$ cat src/rtl/clk_gate_sequencer_if.sv
// clk_gate_sequencer_if: request/enable bundle between domain controllers,
// the sequencer and the gate latches.
// Ports: req (to sequencer), gate_en, ack, busy, active_cnt (from it).
interface clk_gate_sequencer_if #(
  parameter int N = 4
);
  localparam int CW = $clog2(N + 1);

  logic [N-1:0]  req;
  logic [N-1:0]  gate_en;
  logic [N-1:0]  ack;
  logic          busy;
  logic [CW-1:0] active_cnt;

  modport master (
    output req,
    input  gate_en,
    input  ack,
    input  busy,
    input  active_cnt
  );

  modport slave (
    input  req,
    output gate_en,
    output ack,
    output busy,
    output active_cnt
  );
endinterface

$ cat src/rtl/clk_gate_sequencer.sv
// clk_gate_sequencer: round-robin, budget-limited sequencing of N clock
// gate enables through OFF/WAKE/ON/DRAIN phases.
// Ports: clk, reset (async, active-high), bus (slave side of the
// request/enable interface: req in; gate_en, ack, busy, active_cnt out).
module clk_gate_sequencer #(
  parameter int N         = 4,
  parameter int MAX_ON    = 2,
  parameter int WAKE_CYC  = 3,
  parameter int DRAIN_CYC = 2
) (
  input logic                 clk,
  input logic                 reset,
  clk_gate_sequencer_if.slave bus
);
  localparam int CW = $clog2(N + 1);
  localparam int PW = $clog2(N);
  localparam logic [3:0] WAKE_LD  = 4'(WAKE_CYC - 1);
  localparam logic [3:0] DRAIN_LD = 4'(DRAIN_CYC - 1);

  if (N < 2 || N > 8) begin : g_bad_n
    $error("clk_gate_sequencer: N must be 2..8");
  end
  if (MAX_ON < 1 || MAX_ON > N) begin : g_bad_max
    $error("clk_gate_sequencer: MAX_ON must be 1..N");
  end
  if (WAKE_CYC < 1 || WAKE_CYC > 15) begin : g_bad_wake
    $error("clk_gate_sequencer: WAKE_CYC must be 1..15");
  end
  if (DRAIN_CYC < 1 || DRAIN_CYC > 15) begin : g_bad_drain
    $error("clk_gate_sequencer: DRAIN_CYC must be 1..15");
  end

  typedef enum logic [1:0] {
    OFF, WAKE, ON, DRAIN
  } st_t;

  st_t           st_q  [N];
  st_t           st_d  [N];
  logic [3:0]    cnt_q [N];
  logic [3:0]    cnt_d [N];
  logic [PW-1:0] ptr_q, ptr_d;
  logic [CW-1:0] act_q, act_d;

  always_ff @(posedge clk or posedge reset) begin
    if (reset) begin
      for (int i = 0; i < N; i++) begin
        st_q[i]  <= OFF;
        cnt_q[i] <= '0;
      end
      ptr_q <= '0;
      act_q <= '0;
    end else begin
      for (int i = 0; i < N; i++) begin
        st_q[i]  <= st_d[i];
        cnt_q[i] <= cnt_d[i];
      end
      ptr_q <= ptr_d;
      act_q <= act_d;
    end
  end

  always_comb begin
    logic          found;
    logic [PW-1:0] ci;
    logic [CW-1:0] nact;
    found = 1'b0;
    ci    = '0;
    nact  = '0;
    ptr_d = ptr_q;
    for (int i = 0; i < N; i++) begin
      st_d[i]  = st_q[i];
      cnt_d[i] = cnt_q[i];
      unique case (st_q[i])
        OFF: ;
        WAKE: begin
          if (cnt_q[i] != 4'd0) begin
            cnt_d[i] = cnt_q[i] - 4'd1;
          end else if (bus.req[i]) begin
            st_d[i] = ON;
          end else begin
            st_d[i]  = DRAIN;
            cnt_d[i] = DRAIN_LD;
          end
        end
        ON: begin
          if (!bus.req[i]) begin
            st_d[i]  = DRAIN;
            cnt_d[i] = DRAIN_LD;
          end
        end
        DRAIN: begin
          if (cnt_q[i] != 4'd0) begin
            cnt_d[i] = cnt_q[i] - 4'd1;
          end else begin
            st_d[i] = OFF;
          end
        end
      endcase
    end
    // Budget uses registered occupancy, so a slot freed this
    // edge only becomes grantable on the following edge.
    if (int'(act_q) < MAX_ON) begin
      for (int k = 0; k < N; k++) begin
        ci = PW'((int'(ptr_q) + k) % N);
        if (!found && st_q[ci] == OFF && bus.req[ci]) begin
          found     = 1'b1;
          st_d[ci]  = WAKE;
          cnt_d[ci] = WAKE_LD;
          ptr_d     = PW'((int'(ci) + 1) % N);
        end
      end
    end
    for (int i = 0; i < N; i++) begin
      if (st_d[i] != OFF) nact = nact + CW'(1);
    end
    act_d = nact;
  end

  always_comb begin
    bus.gate_en = '0;
    bus.ack     = '0;
    bus.busy    = 1'b0;
    for (int i = 0; i < N; i++) begin
      bus.gate_en[i] = (st_q[i] != OFF);
      bus.ack[i]     = (st_q[i] == ON);
      if (st_q[i] == WAKE || st_q[i] == DRAIN)
        bus.busy = 1'b1;
    end
  end

  assign bus.active_cnt = act_q;
endmodule

$ cat src/flat_wrapper.sv
// flat-port wrapper written by rule: the top's interface ports become plain ports
module clk_gate_sequencer_flat 
#(
  parameter int N         = 4,
  parameter int MAX_ON    = 2,
  parameter int WAKE_CYC  = 3,
  parameter int DRAIN_CYC = 2
)
  (clk, reset, bus_req, bus_gate_en, bus_ack, bus_busy, bus_active_cnt);
  clk_gate_sequencer_if #(.N(N)) bus_i ();
  input logic clk;
  input logic reset;
  input wire logic [$bits(bus_i.req)-1:0] bus_req;
  output wire logic [$bits(bus_i.gate_en)-1:0] bus_gate_en;
  output wire logic [$bits(bus_i.ack)-1:0] bus_ack;
  output wire logic [$bits(bus_i.busy)-1:0] bus_busy;
  output wire logic [$bits(bus_i.active_cnt)-1:0] bus_active_cnt;
  assign bus_i.req = bus_req;
  assign bus_gate_en = bus_i.gate_en;
  assign bus_ack = bus_i.ack;
  assign bus_busy = bus_i.busy;
  assign bus_active_cnt = bus_i.active_cnt;
  clk_gate_sequencer #(.N(N), .MAX_ON(MAX_ON), .WAKE_CYC(WAKE_CYC), .DRAIN_CYC(DRAIN_CYC)) u_core (.clk(clk), .reset(reset), .bus(bus_i));
endmodule
$ cat config.mk
export PLATFORM = sky130hd
export DESIGN_NAME = clk_gate_sequencer_flat
export DESIGN_NICKNAME = d
export VERILOG_FILES = /design/src/rtl/clk_gate_sequencer_if.sv /design/src/rtl/clk_gate_sequencer.sv /design/src/flat_wrapper.sv
export SDC_FILE = /design/constraint.sdc
export NUM_CORES = 1
export LEC_CHECK = 0
export ABC_AREA = 1
export CAP_MARGIN = 0
export CORE_MARGIN = 4
export CORE_UTILIZATION = 30
export DETAILED_ROUTE_END_ITERATION = 6
export PLACE_DENSITY = 0.57
export SLEW_MARGIN = 25
export SYNTH_ARGS = -nofsm -noshare
export SYNTH_HDL_FRONTEND = slang
export SYNTH_SLANG_ARGS = --single-unit
$ cat constraint.sdc
create_clock -name clk -period 3.1 [get_ports clk]
set_clock_uncertainty 0.1 [all_clocks]
set_input_delay 0.775 -clock clk [delete_from_list [all_inputs] [get_ports clk]]
set_output_delay 0.775 -clock clk [all_outputs]
set_load 0.05 [all_outputs]
Word level (Yosys, flattened, before mapping)
Cells that the tools add are included.

storage, ports and cells
  input bits = 6
  word-level logic and storage cells = 218
  output and inout bits = 12
  register bits after elaboration = 29

cells by class
  eq/ne operators = 12
  reductions and logical operators = 36
  add/subtract/negate cells = 13
  bitwise gates (word level) = 28
  multiplexer cells = 106
  magnitude comparators = 13

operator list
  kind                                                                           number
  16-bit two-way mux                                                             8
  4-bit two-way mux                                                              16
  8-bit two-way mux                                                              8
  2-bit two-way mux                                                              28
  12-bit bitwise AND                                                             4
  12-bit inverter                                                                4
  4-bit one-hot mux with 3 select lines                                          4
  4-bit demux with 2-bit select                                                  4
  4-bit OR                                                                       8
  2-bit one-hot mux with 3 select lines                                          4
  4-bit nonzero test                                                             5
  1-bit two-way mux                                                              19
  4-bit bitwise AND                                                              4
  2-bit binary-select mux with 2-bit select                                      4
  2-bit demux with 2-bit select                                                  4
  2-bit equality test (second input constant)                                    8
  4-bit inverter                                                                 4
  2-bit nonzero test                                                             8
  4-bit by 1-bit subtractor with 4-bit output (second input constant)            4
  3-bit greater-or-equal comparator (second input constant)                      4
  2-bit by 3-bit less-than comparator with 1-bit output (second input constant)  4
  3-bit by 1-bit less-than comparator with 1-bit output (second input constant)  4
  2-bit inverter with 3-bit output                                               4
  1-bit logical AND                                                              11
  12 further kinds                                                               33

Depth between registers and ports, before layout
  depth after elaboration = 31
  mapped depth = 24

Worst setup path after synthesis
No wires, ideal clock.

  path kind = register to register
  start = register u_core.ptr_q[0]
  end = register u_core.act_q[1], in the netlist u_core.bus.active_cnt[1]
  setup slack = -0.040 ns
  required time = 2.882 ns
  arrival = 2.922 ns
  cell stages (with the launch flop) = 22
  path buffers = 1
  clock period less this slack = 3.140 ns
  cell sequence = dfrtp_1 -> inv_2 -> buf_6 -> ha_1 -> inv_1 -> nor2_1 -> nand2_2 -> nand2_4 -> nor2_4 -> nand3_1 -> o21ai_1 -> nand2_2 -> nand2_2 -> nor2_4 -> ha_1 -> inv_1 -> nand4_1 -> nand2_1 -> inv_1 -> ha_1 -> nand2_1 -> nand2_1

RTL lines
  element                   RTL line                  source
  start: declaration        clk_gate_sequencer.sv:41  logic [PW-1:0] ptr_q, ptr_d;
  start signal: assignment  clk_gate_sequencer.sv:57  ptr_q <= ptr_d;
  end signal: assignment    clk_gate_sequencer.sv:58  act_q <= act_d;
  end: declaration          clk_gate_sequencer.sv:42  logic [CW-1:0] act_q, act_d;

==> results.yml <==
status:
  outcome: "complete, no violations"
route:
  firstDrtPassIters: 4
  drtIter0Drc: 153
  wl_per_cell_um: 12.13
  wl_um: 6152
  drc: 0
  route.antenna.remaining_nets: 0
  vias: 2395
  viasPerCell: 4.724
cts:
  h-tree-depth: 2
  cts_tree: "yes"
  numClockSinks: 29
  insertion_delay_ns: 0.28
  path_clk_slew_ns: 0.06
  cts_buffers: 5
  cts_root_buf: "clkbuf_8"
  clockBufferDepth: 2
  holdBufCountCts: 0
cells_and_area:
  fill_cells: 799
  diodes: 0
  area_delta_synth_final_pct: 31.35
  fin_util_pct: 40.30
  final_nets: 423
  multi_input_area_um2: 1458
  seq_area_um2: 728.2
  drive_above_1_share_pct: 27.41
hold_path:
  worstHoldPathCells: 2
  min-delay-start: "u_core.cnt_q[5]"
  whs_endpoint: "u_core.cnt_q[5]"
  hold_path_class: "register to register"
synth:
  syn_nets: 363
  synth_top_family_by_area: "simple AND/OR/NAND/NOR gates"
  netlist_area_um2: 2359
  synthAdderAreaFrac_pct: 6.897
  synthFlopType: "dfrtp_1"
  syn_avg_cell_area_um2: 6.856
  synth_edf_count: 0
  synth-compound-area-share_pct: 13.90
  synth.distinct_cells: 34
  ys_seq_area_share_pct: 30.77
  synth-seq-cells: 29
  synth.area.mux_share_pct: 0
  yosys.area_share.simple_pct: 36.82
  yosysWarningCount: 0
  synthArstFlopShare_pct: 100.0
  synth_cells: 344
  synth_xor_area_share_pct: 1.114
die:
  num_rows: 32
  coreArea_um2: 7687
  io_pins: 18
  start_util_pct: 30.68
  die_area_um2: 9344
  die_h_um: 96.67
  die_x_um: 96.67
worst_setup_path:
  rr_startpoint: "u_core.ptr_q[0]"
  r2r_slack_ns: 0.18
  arrival_ns: 3.00
  reg2reg_to: "u_core.bus.active_cnt[1]"
  worstRegToRegCells: 22
  cp_max_fo: 3
  cp-end-kind: "register"
  path_class: "input pin to register"
  startpoint_type: "input pin"
  crit_required_ns: 3.17
grt:
  grt_first_pass_wirelength_um: 10580
  grt-ovfl-total: 0
  grt_max_degree: 19
  grt_pass1_vias: 2308
  grtUsageTotal_pct: 13.59
  antenna_found_initial: 0
sta:
  hold_violations: 0
  drv_slew: 0
  finalCritPeriodShare_pct: 94.36
  fmax_mhz: 341.9
  setup_ws_ns: 0.1748
  hold_slack_ns: 0.4479
  slew_headroom_pct: 51.52
  finalSetupTns_ns: 0
  min_period_ns: 2.925
  worstMarginPinSlew_ns: 0.7264
  setup_viol_count_final: 0
run:
  max_cap_violations: 0
placed_design:
  portBuffers: 17
  place_congestion: 0.8918
  place_ws_ns: -0.5479
  hpwl_um: 4788
==> synthesized netlist by cell type, types with 3 or more instances <==
master,count,area share (%)
o21ai_0,22,4.7
nor2_2,6,1.6
inv_1,52,8.3
nand4_1,5,1.3
inv_2,9,1.4
nand3_1,24,5.1
nand2_4,3,1.4
nor2_1,46,7.3
dfrtp_1,29,31
nand2_2,12,3.2
nand2_1,77,12
a21oi_1,6,1.3
a22oi_1,5,1.6
nor2_4,4,1.9
o221ai_1,3,1.1
xor2_1,3,1.1
ha_1,13,6.9
==> timing repair <==
action / CTS / global route
pin swaps: 3 / 12
buffers inserted: 0 / 5
setup endpoints to repair: 3 / 2
resized for setup: 15 / 28
endpoints found under the hold margin: 0 / 0
==> critical path: stages <==
cell and delay, ns:
clkbuf_2 0.10, inv_2 0.05, nand2_1 0.08, nand2_2 0.09
nor2_4 0.09, nand2_2 0.07, nand2_4 0.09, nor2_4 0.06
nand2_2 0.07, inv_2 0.04, a21oi_2 0.13, o21ai_2 0.08
nand2_2 0.08, nand2_2 0.07, nor2_4 0.14, inv_2 0.04
ha_1 0.20, inv_1 0.06, nand4_1 0.08, and2_1 0.19
ha_1 0.28, nand2_1 0.07, nand2_1 0.05
==> layer usage <==
metal	track usage, %	vias to the layer above	share of wire [%]
met2	21.18	49	46
met4	5.616	0	2.3
met1	18.52	1099	48
li1	-	1235	-
met5	0	-	0
met3	2.451	12	3.0
==> kinds of logic after synthesis <==
| logic type | after synthesis |
|---|---|
| AOI/OAI and AO/OA | 52 |
| xor gates and xnor gates | 3 |
| adders and majority gates | 13 |
| buffers and inverters | 63 |
| DFF | 29 |
| and+or+nand+nor | 184 |
==> how the worst max path moves through the flow <==
stage / from / to / slack [ns] / cells past startpoint
after floorplan: u_core.ptr_q[0] / u_core.bus.active_cnt[1] / 0.02 / 21
after global placement: bus_req[3] / u_core.bus.active_cnt[1] / -0.53 / 23
after detailed placement: bus_req[1] / u_core.bus.active_cnt[1] / -0.55 / 21
after CTS: bus_req[1] / u_core.bus.active_cnt[1] / 0.07 / 22
after global routing: u_core.ptr_q[0] / u_core.bus.active_cnt[1] / -0.01 / 22
final: bus_req[2] / u_core.bus.active_cnt[1] / 0.17 / 23
==> sequential cells by signal, indices dropped and copies added, names as in the netlist <==
| register | cells |
|---|---|
| u_core.bus.active_cnt | 3 |
| u_core.cnt_q | 16 |
| u_core.ptr_q | 2 |
| u_core.st_q | 8 |
==> through the flow <==
step,cell area (um2),cells
after global placement,2887,494
after floorplan,2360,344
after detailed placement,2887,494
final,3098,507
after global routing,3098,507
after CTS,3003,502
==> cells in the final DEF, fill, tap and decap left out, types with 6 or more instances in the layout <==
master and instances:
nand2_1 72, inv_1 44, nor2_1 44, buf_4 36, dfrtp_1 27, nand3_1 23, o21ai_0 21, nand2_2 17
inv_2 16, clkdlybuf4s50_1 13, ha_1 11, clkbuf_8 7, nor2_4 6, nor2_2 6
==> cell type report <==
class	instances	share of cell area, %
clock buffer	7	3.110
clock inverter	1	0.1616
tap	102	4.120
sequential	29	23.51
timing repair buffer	55	14.58
inverter	61	7.472
multi-input combinational	252	47.05
Power is not shown: default switching activity piles up to over one toggle a cycle in this logic, so the estimate is an artifact.
